## config.mk

```make
export PLATFORM = sky130hd
export DESIGN_NAME = multi_clk_divider
export DESIGN_NICKNAME = d
export VERILOG_FILES = /design/src/rtl/multi_clk_divider.sv
export SDC_FILE = /design/constraint.sdc
export NUM_CORES = 1
export LEC_CHECK = 0
export CAP_MARGIN = 20
export CORE_MARGIN = 4
export CORE_UTILIZATION = 45
export CTS_BUF_LIST = sky130_fd_sc_hd__clkbuf_4
export DETAILED_ROUTE_END_ITERATION = 8
export HOLD_SLACK_MARGIN = 0.02
export MAX_ROUTING_LAYER = met4
export SLEW_MARGIN = 0
export SYNTH_ARGS = -nofsm -noshare
export SYNTH_HDL_FRONTEND = slang
export SYNTH_SLANG_ARGS = --single-unit
```

## constraint.sdc

```tcl
create_clock -name clk_in -period 9.8 [get_ports clk_in]
set_input_delay 0.98 -clock clk_in [delete_from_list [all_inputs] [get_ports clk_in]]
set_output_delay 0.98 -clock clk_in [all_outputs]
set_load 0.005 [all_outputs]
```

## src/rtl/multi_clk_divider.sv

```systemverilog
// Bank of independent programmable clock dividers with shadowed configuration.
// Divisor/mode updates are staged and committed at a terminal count so output periods never glitch.
module multi_clk_divider #(
  parameter int          NUM_CH      = 4,
  parameter int          CNT_W       = 26,
  parameter int unsigned DEFAULT_DIV = 62_499_999
) (
  input  logic                                     clk_in,
  input  logic                                     rst_n,
  input  logic [NUM_CH-1:0]                        ch_en,
  input  logic                                     cfg_wr,
  input  logic [((NUM_CH > 1) ? $clog2(NUM_CH) : 1)-1:0] cfg_ch,
  input  logic [CNT_W-1:0]                         cfg_div,
  input  logic                                     cfg_mode,
  output logic                                     cfg_ready,
  output logic [NUM_CH-1:0]                        clk_out,
  output logic [NUM_CH-1:0]                        tick
);

  localparam int CH_W = (NUM_CH > 1) ? $clog2(NUM_CH) : 1;
  localparam logic [CNT_W-1:0] DEF_DIV = CNT_W'(DEFAULT_DIV);

  logic [1:0]        rst_pipe;
  logic              rst_sync_n;
  logic [NUM_CH-1:0] pending;

  // Reset asserts asynchronously but releases two edges later, in step with clk_in.
  always_ff @(posedge clk_in or negedge rst_n) begin
    if (!rst_n) begin
      rst_pipe <= 2'b00;
    end else begin
      rst_pipe <= {rst_pipe[0], 1'b1};
    end
  end

  assign rst_sync_n = rst_pipe[1];

  // Out-of-range channel indices never match, so cfg_ready stays low for them.
  always_comb begin
    cfg_ready = 1'b0;
    for (int i = 0; i < NUM_CH; i++) begin
      if (cfg_ch == CH_W'(i)) begin
        cfg_ready = ~pending[i];
      end
    end
  end

  for (genvar g = 0; g < NUM_CH; g++) begin : gen_ch
    logic [CNT_W-1:0] cnt;
    logic [CNT_W-1:0] act_div;
    logic [CNT_W-1:0] sh_div;
    logic             act_mode;
    logic             sh_mode;
    logic             pend;
    logic             clk_q;
    logic             tick_q;
    logic             hit;
    logic             term;
    logic             next_mode;

    assign hit       = cfg_wr && cfg_ready && (cfg_ch == CH_W'(g));
    assign term      = ch_en[g] && (cnt == act_div);
    assign next_mode = pend ? sh_mode : act_mode;

    always_ff @(posedge clk_in or negedge rst_sync_n) begin
      if (!rst_sync_n) begin
        cnt      <= '0;
        act_div  <= DEF_DIV;
        sh_div   <= DEF_DIV;
        act_mode <= 1'b0;
        sh_mode  <= 1'b0;
        pend     <= 1'b0;
        clk_q    <= 1'b0;
        tick_q   <= 1'b0;
      end else begin
        // A write is only taken while nothing is pending, so staging and commit never collide.
        if (hit) begin
          sh_div  <= cfg_div;
          sh_mode <= cfg_mode;
          pend    <= 1'b1;
        end else if (pend && (term || !ch_en[g])) begin
          act_div  <= sh_div;
          act_mode <= sh_mode;
          pend     <= 1'b0;
        end

        if (!ch_en[g]) begin
          cnt    <= '0;
          clk_q  <= 1'b0;
          tick_q <= 1'b0;
        end else if (term) begin
          cnt    <= '0;
          tick_q <= 1'b1;
          // Leaving pulse mode for toggle mode restarts the toggle from a low level.
          if (next_mode) begin
            clk_q <= 1'b1;
          end else if (act_mode) begin
            clk_q <= 1'b0;
          end else begin
            clk_q <= ~clk_q;
          end
        end else begin
          cnt    <= cnt + CNT_W'(1);
          tick_q <= 1'b0;
          if (act_mode) begin
            clk_q <= 1'b0;
          end
        end
      end
    end

    assign pending[g] = pend;
    assign clk_out[g] = clk_q;
    assign tick[g]    = tick_q;
  end

endmodule

```

## Word level (Yosys, flattened, before mapping)

Index checks and enable logic that the tools add are counted.
W data, S select, Z words.

| storage, ports and cells | value |
|---|---|
| output and inout bits | 9 |
| register bits | 334 |
| input bits | 36 |
| logic and storage cells | 142 |

| cells by class | value |
|---|---|
| reductions and logical operators | 30 |
| eq/ne operators | 11 |
| bitwise operators | 12 |
| muxes and demuxes | 52 |
| add/sub/neg operators | 4 |

Operator list:

| operator | number |
|---|---|
| $mux W26 | 8 |
| $add A26 B1 Y26 const B | 4 |
| $eq A26 B26 Y1 | 4 |
| $mux W1 | 44 |
| $logic_and A1 B1 Y1 | 13 |
| $ne A3 B1 Y1 const B | 4 |
| $not A1 Y1 | 12 |
| $reduce_and A2 Y1 | 4 |
| $reduce_bool A2 Y1 | 4 |
| $eq A2 B2 Y1 const B | 2 |
| $logic_not A1 Y1 | 4 |
| $logic_or A1 B1 Y1 | 4 |
| $eq A2 B1 Y1 const B | 1 |
| $logic_not A2 Y1 | 1 |

## Logic depth before layout (Yosys ltp)

Gate-level depths: netlist of run 1.

| depth | value |
|---|---|
| depth in word-level cells | 9 |
| depth in mapped cells | 7 |
| gate-level depth less buffers | 6 |

## Worst setup path before layout of run 1

Ideal clock, no wire load.

| timing path | value |
|---|---|
| path type | input port to output port |
| start | input port cfg_ch[0] (netlist bit) |
| end | output port cfg_ready |
| required time | 8.820 ns |
| stages on the path | 2 |
| arrival time | 1.512 ns |
| slack | 7.308 ns |
| buffers on the path | 0 |
| path through | mux4_2 > inv_1 |

| between the ends | value |
|---|---|
| cells in the longest elaborated chain, start to end | 5 |
| elaborated cells on any way between the ends | 8 |
| those cells by class | 3 x eq/ne; 4 x mux; 1 x reduce/logical |

RTL lines:

| element | RTL line | text |
|---|---|---|
| start, declared | 12 | `input logic [((NUM_CH > 1) ? $clog2(NUM_CH) : 1)-1:0] cfg_ch,` |
| $logic_not A2 Y1 | 42 | `if (cfg_ch == CH_W'(i)) begin` |
| $mux W1 (3 in series) | 42 |  |
| $mux W1 * | 42 |  |
| end, declared | 15 | `output logic cfg_ready,` |

Every way passes the cells marked *; elsewhere a longest branch is shown, timed or not.

## Worst setup path after layout of run 1

Same ends and word-level chain as after synthesis.

==> impl_metrics.toml, run 1 <==
[worst_setup_path]
critPathTopFamily = "buffers and inverters"
r2r_slack_ps = 6980
crit_chain = "clkdlybuf4s50_1 > mux4_2 > inv_1 > clkdlybuf4s50_1"
crit_fanout = 5
cp_data_required_time_ps = 8820
r2r_cells = 5
cp_slowest_cell = "clkdlybuf4s50_1"
cp-end-kind = "output port"
cpPeakStageDelay_ps = 640
cp-start-kind = "input pin"
path_class = "input pin to output port"
cp_common_cell = "clkdlybuf4s50_1"
worstReg2RegStart = "gen_ch[3].act_div[20]$_DFFE_PN1P_"
cp.arrival_ps = 2710
reg2reg_to = "gen_ch[3].act_div[17]$_DFFE_PN0P_"
cp_num_buf_inv = 3

[global_route]
grt_util_all_layers_pct = 19.3
use_met1_pct = 26.4
grt_busiest_layer = "met2"
antenna_found_initial = 4
gr-total-overflow = 0
grt_util_met3_pct = 3.94
grt_pass1_vias = 9653
use_met2_pct = 29.3
grt_max_degree = 186
grt_pass1_wl_um = 53500

[power_and_ir_drop]
clockPowerShare_pct = 32.9
power.density_nw_per_um2 = 235
seqPwrFrac_pct = 51.0
vdd_ir_drop_max_mv = 0.118
switchingPower_w = 0.00110
power_w = 0.00409
comb_power_share_pct = 16.1
internal-power_w = 0.00299
p_leak_nw = 7.53
switching_share_pct = 26.8

[place]
post-dp-hpwl_um = 21500
globalplace.congestion = 0.801
io_buffers = 44

[timing]
skew_ps = 61.5
drv_slew = 0
period_needed_ps = 3690
max_freq_mhz = 271
maxSlewHeadroom_pct = 31.7
tns_ps = 0
worstMarginPinSlew_ps = 1020
post-route-period-util_pct = 37.6
rsz0062_at_grt = "no"
finalHoldViolCount = 0
setup-violations-final = 0

[die]
start_util_pct = 45.4
die_area_um2 = 36800
die_h_um = 192
row_count = 67
ios = 45
core_area_um2 = 33400
die_w_um = 192

[cts]
hold_buffers = 0
numCtsBuffers = 93
cts.htree.levels = 3
root_buffer = "clkbuf_4"
cts-resized-gates = 0
cts_tree = "yes"
postCtsSetupRepairBufs = 0
clockBufferDepth = 3
cts_num_sinks = 334
path_clk_slew_ps = 70
clk_latency_ps = 740

[min_path]
hp-class = "flop to async pin"

[cells_and_area]
area_growth_pct = 14.4
nets = 1319
drive_above_1_share_pct = 37.4

[routing]
drc_errors = 0
drt_iter0_markers = 379
via_per_inst = 5.14
wl_um = 33300
ant_nets = 0
vias = 9297
avgRoutedWirePerCell_um = 18.4
drt_first_pass_iters = 4

[synth]
ys.flop_type = "dfrtp_1"
netlist_instances = 1170
synth_cell_types = 41
synth_top_area_share_pct = 32.6
syn_area_um2 = 15200
synth_edf_count = 0
ys_top_cells_by_count = "dfrtp_1 (198), xor2_1 (166), mux2_2 (156)"
yosysMostFrequentCell = "dfrtp_1"
async_flop_share_pct = 100
syn_nets = 1210
synth_top_area_cell = "dfrtp_1"
synth_seq_cells = 334
synth_warnings = 0
seq_area_frac_synth_pct = 56.1
syn_area_per_cell_um2 = 13.0
synth.area.top_cells = "dfrtp_1 (33%), dfstp_2 (24%), mux2_2 (12%)"

[outcome]
status = "finished, final reports clean"

[run]
drv_cap = 0
routing by layer:
metal | share of wire [%] | vias up
met5 | 0 | -
met4 | 2.0 | 0
met2 | 46 | 166
met1 | 48 | 4724
met3 | 3.9 | 62
li1 | - | 4345
layout by cell type, fill, tap and decap left out, types with 8 or more instances in the layout:
cell             synthesis  routed
xnor2_1                 34      34
and3_1                  13      13
clkdlybuf4s50_1          0      44
clkbuf_4                 0     146
and4_1                  11      11
nor2_1                 125     125
inv_1                   21      21
xor2_1                 166     166
mux2_2                 156     156
dfrtp_1                198     197
nor4_1                  31      31
mux2_4                  20      20
nand2_1                 37      37
and2_1                   8       8
dfstp_2                136     136
nand4_1                 34      34
clkinv_1                 0      21
mux2_1                  40      40
nand3_1                 40      40
worst max-delay path by stage:
stage | startpoint | to | slack (ps) | depth (start not counted)
floorplan | rst_pipe[1]$_DFF_PN0_ | gen_ch[0].act_div[12]$_DFFE_PN0P_ | 40 | 0
global placement | cfg_ch[0] | cfg_ready | 6130 | 4
detailed placement | cfg_ch[0] | cfg_ready | 6100 | 4
CTS | cfg_ch[0] | cfg_ready | 6110 | 4
global route | cfg_ch[0] | cfg_ready | 6040 | 4
finish | cfg_ch[0] | cfg_ready | 6110 | 4
kinds of logic after synthesis:
group	after synthesis	synth area share (%)
AND/OR/NAND/NOR	326	11.3
other	1	0.0247
flip-flops	334	56.1
adder cells (fa/ha/maj)	4	0.329
buffers and inverters	64	2.45
AO/OA/AOI/OAI	24	1.63
multiplexers	217	16.7
XOR/XNOR	200	11.5
cell type report:
type	count	area (µm²)
clock buffer	146	1100
antenna	2	5.00
multi-input combinational	772	6320
clock inverter	28	193
tap	448	561
fill	3000	16100
inverter	21	78.8
sequential	334	8530
timing repair buffer	57	601
metrics by stage:
stage | setup slack (ps) | area (µm²) | utilization, % | std cells | hold slack (ps)
final | 6110 | 17400 | 52.0 | 1808 | 152
after global routing | 6040 | 17400 | 52.0 | 1807 | 156
after CTS | 6110 | 17300 | 51.8 | 1804 | 352
after detailed placement | 6100 | 16100 | 48.0 | 1630 | 344
after global placement | 6130 | 16000 | 47.9 | 1627 | 341
after floorplan | 39.8 | 15200 | - | 1170 | 331
power by group through the flow:
stage               Clock [W]  Sequential [W]  Combinational (W)
floorplan                   0         0.00204           0.000514
global placement            0         0.00212           0.000639
detailed placement          0         0.00212           0.000659
CTS                   0.00140         0.00210           0.000663
global route          0.00148         0.00213           0.000729
finish                0.00134         0.00209           0.000658
registers in the layout (all words and copies together), names as in the netlist:
register         flops
gen_ch.act_div     104
gen_ch.cnt         104
gen_ch.sh_div      104
gen_ch.act_mode      4
gen_ch.clk_q         4
gen_ch.pend          4
gen_ch.sh_mode       4
gen_ch.tick_q        4
rst_pipe             2
No activity file was read; power rests on OpenSTA's default activity.
==> inputs of run 2 (changes only) <==
==> constraint.sdc (replaced) <==
create_clock -name clk_in -period 2.97 [get_ports clk_in]
set_input_delay 0.297 -clock clk_in [delete_from_list [all_inputs] [get_ports clk_in]]
set_output_delay 0.297 -clock clk_in [all_outputs]
set_load 0.005 [all_outputs]
==> run 2 against run 1 <==
Against the previous run:
- utilization about the same
- sequential power rose to 3.3 times the previous value
- global-route usage hardly changed
- non-clock buffer count up 6
- worst setup slack got worse by 5700 ps
- combinational power increased to 3.3 times the previous value
- first-iteration DRC count rose by 23%
- flip-flop and latch count did not move
- clock power grew to 3.2 times the previous value
- sequential share of layout area about the same
- clock skew down 0.82 ps
- via count fell by 1.1%
- critical endpoint unchanged
- largest cell class unchanged
- largest power group unchanged
- highest routed layer unchanged
==> impl_metrics.toml, run 2 (synthesis gave the netlist of run 1 again) <==
[global_route]
grt_pass1_wl_um = 53500
grt_pass1_vias = 9663
grt_max_degree = 135
grt_util_all_layers_pct = 19.3
gr-total-overflow = 0
antenna_found_initial = 3

[power_and_ir_drop]
seqPwrFrac_pct = 51.6
comb_power_share_pct = 16.3
power.density_nw_per_um2 = 771
vdd_ir_drop_max_mv = 0.326
p_leak_nw = 7.53
switching_share_pct = 27.0
switchingPower_w = 0.00362
power_w = 0.0134
internal-power_w = 0.00979
clockPowerShare_pct = 32.1

[routing]
ant_nets = 0
vias = 9198
drt_iter0_markers = 467
avgRoutedWirePerCell_um = 18.5
via_per_inst = 5.08
drt_first_pass_iters = 4
drc_errors = 0
wl_um = 33400

[worst_setup_path]
worstReg2RegStart = "gen_ch[2].act_div[19]$_DFFE_PN1P_"
cp_num_buf_inv = 2
cp_data_required_time_ps = 2670
crit_start = "gen_ch[1].pend$_DFFE_PN0P_"
crit_chain = "mux4_2 > inv_1 > clkdlybuf4s50_1"
cp-start-kind = "flop"
path_class = "flop to output port"
cp-end-kind = "output port"
cpPeakStageDelay_ps = 530
cp.arrival_ps = 2290
cp_slowest_cell = "dfrtp_1"
critPathTopFamily = "buffers and inverters"
crit_fanout = 6

[cts]
root_buffer = "clkbuf_4"
clk_latency_ps = 730
cts_num_sinks = 334
postCtsSetupRepairBufs = 0
path_clk_slew_ps = 70
numCtsBuffers = 90
cts.htree.levels = 3
cts_tree = "yes"
clockBufferDepth = 3

[cells_and_area]
fin_util_pct = 52.0
layout_commonest_cell = "dfrtp_1"
nets = 1322
layout_common_cells = "dfrtp_1 (197), xor2_1 (166), mux2_2 (156)"
largestRegisters = "gen_ch.act_div: 104 flops, gen_ch.cnt: 104 flops, gen_ch.sh_div: 104 flops"
fillerInstances = 2980
area_growth_pct = 14.5
drive_above_1_share_pct = 37.2

[timing]
setup-violations-final = 0
post-route-period-util_pct = 87.1
worstMarginPinSlew_ps = 807
max_freq_mhz = 386
rsz0062_at_grt = "no"
period_needed_ps = 2590
drv_slew = 0
finalHoldViolCount = 0
skew_ps = 60.7
maxSlewHeadroom_pct = 45.7

[die]
core_area_um2 = 33400
row_count = 67
die_w_um = 192
start_util_pct = 45.4
die_h_um = 192
die_area_um2 = 36800
ios = 45

[run]
drv_cap = 0

[place]
io_buffers = 44
post-dp-hpwl_um = 22100
globalplace.congestion = 0.836

[min_path]
hp-class = "input pin to async pin"

[outcome]
status = "finished, final reports clean"
run 2: through the flow:
| stage | setup TNS (ps) | setup slack, ps | hold slack (ps) | std cells | instance area [µm²] |
|---|---|---|---|---|---|
| global placement | 0 | 659 | 334 | 1637 | 16100 |
| detailed placement | 0 | 650 | 340 | 1637 | 16100 |
| global route | 0 | 254 | 259 | 1807 | 17400 |
| floorplan | -51290 | -262 | 1.41 | 1170 | 15200 |
| CTS | 0 | 288 | 247 | 1806 | 17400 |
| finish | 0 | 382 | 327 | 1809 | 17400 |
run 2: area by class of cell:
cell class / instances / area [µm²] / share of cell area, %
flip-flops and latches: 334 / 8530 / 49.1
diodes: 3 / 7.51 / 0.0432
inverters: 21 / 78.8 / 0.453
clock inverters: 29 / 201 / 1.16
well taps: 448 / 561 / 3.22
multi-input cells: 772 / 6320 / 36.3
repair buffers: 63 / 648 / 3.73
clock buffers: 139 / 1040 / 6.00
run 2: layer usage:
| metal | GRT usage, % | up-vias | wire length [µm] |
|---|---|---|---|
| met3 | 4.22 | 51 | 1720 |
| met2 | 29.5 | 168 | 15800 |
| met1 | 26.0 | 4636 | 15300 |
| met4 | 5.88 | 0 | 631 |
| met5 | - | - | 0 |
| li1 | - | 4343 | - |
run 2: power by group through the flow:
stage	clock, W	combinational [W]	sequential [W]
2_1_floorplan	0	0.00169	0.00674
3_3_place_gp	0	0.00215	0.00700
3_5_place_dp	0	0.00221	0.00702
4_1_cts	0.00447	0.00222	0.00695
5_1_grt	0.00472	0.00242	0.00707
6_report	0.00430	0.00219	0.00692
run 2: worst reg2reg max path, delay by kind of cell, from the launching register on:
kind	cells	cell delay [ps]
AO/OA/AOI/OAI	1	180
XOR/XNOR	1	60
buffers and inverters	1	240
flip-flops	1	550
multiplexers	1	370
AND/OR/NAND/NOR	2	830
run 2: final timing paths:
check | endpoint | slack, ps | cells past startpoint
worst max-delay path | cfg_ready | 380 | 3
worst min-delay path | rst_pipe[1]$_DFF_PN0_ | 330 | 2
worst max register to register | gen_ch[2].act_mode$_DFFE_PN0P_ | 610 | 6
worst min register to register | gen_ch[1].sh_div[18]$_DFFE_PN0P_ | 340 | 1
max in group asynchronous | gen_ch[3].cnt[2]$_DFF_PN0_ | 1890 | 1
min in group clk_in | rst_pipe[1]$_DFF_PN0_ | 350 | 0
run 2: repair_timing:
item / 4_1_cts / 5_1_grt
resized for setup: 0 / 0
hold endpoints to repair: 2 / 0
hold buffers: 1 / 0
==> inputs of run 3 (changes only) <==
--- a/config.mk
+++ b/config.mk
@@ -6,12 +6,14 @@
 export NUM_CORES = 1
 export LEC_CHECK = 0
 export CAP_MARGIN = 20
+export CORE_ASPECT_RATIO = 0.9
 export CORE_MARGIN = 4
-export CORE_UTILIZATION = 45
+export CORE_UTILIZATION = 55
 export CTS_BUF_LIST = sky130_fd_sc_hd__clkbuf_4
 export DETAILED_ROUTE_END_ITERATION = 8
 export HOLD_SLACK_MARGIN = 0.02
 export MAX_ROUTING_LAYER = met4
+export PLACE_DENSITY = 0.75
 export SLEW_MARGIN = 0
 export SYNTH_ARGS = -nofsm -noshare
 export SYNTH_HDL_FRONTEND = slang
==> run 3 against run 2 <==
Against the previous run:
- combinational power about the same
- sequential power about the same
- clock power down 8.6%
- clock skew down 14 ps
- maximum frequency down 2.1%
- die area down 17%
- cell count down 5.5%
- utilization up 12 points
- critical path depth unchanged
- via count up 2.3%
- largest cell class unchanged
==> impl_metrics.toml, run 3 (synthesis gave the netlist of run 1 again) <==
[outcome]
status = "finished, final reports clean"

[global_route]
antenna_found_initial = 2
grt_pass1_wl_um = 53100
grt_util_all_layers_pct = 22.8
grt_pass1_vias = 9876
grt_max_degree = 73
gr-total-overflow = 0

[timing]
tns_ps = 0
rsz0062_at_grt = "no"
post-route-period-util_pct = 89.0
skew_ps = 47.0
setup-violations-final = 0
max_freq_mhz = 378
worstMarginPinSlew_ps = 811
maxSlewHeadroom_pct = 45.5
finalHoldViolCount = 0
period_needed_ps = 2640
drv_slew = 0

[cts]
cts_tree = "yes"
path_clk_slew_ps = 70
cts.htree.levels = 3
clk_latency_ps = 720
cts-resized-gates = 0
cts_num_sinks = 334
root_buffer = "clkbuf_4"
numCtsBuffers = 84
clockBufferDepth = 3

[routing]
drt_first_pass_iters = 5
avgRoutedWirePerCell_um = 19.1
drc_errors = 0
wl_um = 32700
drt_iter0_markers = 474
via_per_inst = 5.50
vias = 9405
ant_nets = 0

[power_and_ir_drop]
p_leak_nw = 7.51
vdd_ir_drop_max_mv = 0.521
power.density_nw_per_um2 = 759

[place]
io_buffers = 44
placed_cell_area_um2 = 16100
dp_cells = 1549
post-dp-hpwl_um = 22000
globalplace.congestion = 0.854

[cells_and_area]
layout_commonest_cell = "dfrtp_1"
design_area_um2 = 17200
drive_above_1_share_pct = 37.6
layout_common_cells = "dfrtp_1 (197), xor2_1 (166), mux2_2 (156)"
fin_util_pct = 63.5
largestRegisters = "gen_ch.act_div: 104 flops, gen_ch.cnt: 104 flops, gen_ch.sh_div: 104 flops"
area_growth_pct = 13.3
nets = 1322
stdcell_count = 1709

[worst_setup_path]
cpPeakStageDelay_ps = 520
crit_fanout = 5
cp.arrival_ps = 2350
cp_data_required_time_ps = 2670
path_class = "flop to output port"
cp_slowest_cell = "clkdlybuf4s50_1"
cp-start-kind = "flop"
cp-end-kind = "output port"
crit_chain = "mux4_2 > inv_1 > clkdlybuf4s50_1"

[min_path]
hp-class = "input pin to async pin"

[run]
drv_cap = 0

[die]
ios = 45
die_h_um = 166
core_area_um2 = 27100
start_util_pct = 56.1
die_area_um2 = 30400
die_w_um = 183
row_count = 57
## run 3: cell type report
class                      instances  area (µm²)
antenna                            3        7.51
clock buffer                     135        1010
clock inverter                    21        95.1
fill                            2124        9890
inverter                          21        78.8
multi-input combinational        772        6320
sequential                       334        8530
tap                              354         443
timing repair buffer              69         718
## run 3: timing repair
item                                    in CTS  in global routing
buffers inserted                             0                  0
hold buffers                                 1                  0
endpoints found under the setup margin       0                  0
hold endpoints to repair                     2                  0
## run 3: report_power, final
| group | internal (W) | switching, W | total, W | leakage (nW) |
|---|---|---|---|---|
| Sequential | 0.00613 | 0.000811 | 0.00694 | 4.02 |
| Combinational | 0.00126 | 0.000922 | 0.00218 | 2.83 |
| Clock | 0.00207 | 0.00186 | 0.00393 | 0.668 |
| Total | 0.00946 | 0.00360 | 0.0131 | 7.51 |
## run 3: through the flow
stage	hold slack (ps)	power, W	setup slack, ps
after global placement	336	0.00909	492
final	291	0.0131	326
after floorplan	1.41	0.00843	-262
after detailed placement	350	0.00923	517
after global routing	239	0.0138	221
after CTS	223	0.0132	226
## run 3: path summary, 6_finish.rpt
| kind | cells after the start | endpoint | slack [ps] | start |
|---|---|---|---|---|
| setup / recovery | 3 | cfg_ready | 330 | gen_ch[3].pend$_DFFE_PN0P_ |
| hold / removal | 2 | rst_pipe[1]$_DFF_PN0_ | 290 | rst_n |
| setup reg to reg | 6 | gen_ch[0].act_div[17]$_DFFE_PN0P_ | 520 | gen_ch[0].cnt[2]$_DFF_PN0_ |
| hold reg to reg | 0 | gen_ch[1].cnt[6]$_DFF_PN0_ | 360 | rst_pipe[1]$_DFF_PN0_ |
| max in group asynchronous | 1 | gen_ch[2].act_div[1]$_DFFE_PN1P_ | 1650 | rst_pipe[1]$_DFF_PN0_ |
| min in group clk_in | 0 | rst_pipe[1]$_DFF_PN0_ | 360 | rst_pipe[0]$_DFF_PN0_ |
## run 3: worst max-delay path: cells and delay by family, from the launching register on
| kind | cells | cell delay (ps) |
|---|---|---|
| buf+inv | 2 | 650 |
| flops | 1 | 480 |
| mux | 1 | 510 |
## run 3: routing by layer
layer,share of wire [%],track usage (%),wire [µm],vias to the layer above
met5,0,-,0,-
met4,2.5,7.90,809,0
met3,3.6,4.04,1180,66
met2,47,33.9,15500,191
met1,46,31.9,15200,4794
li1,-,-,-,4354
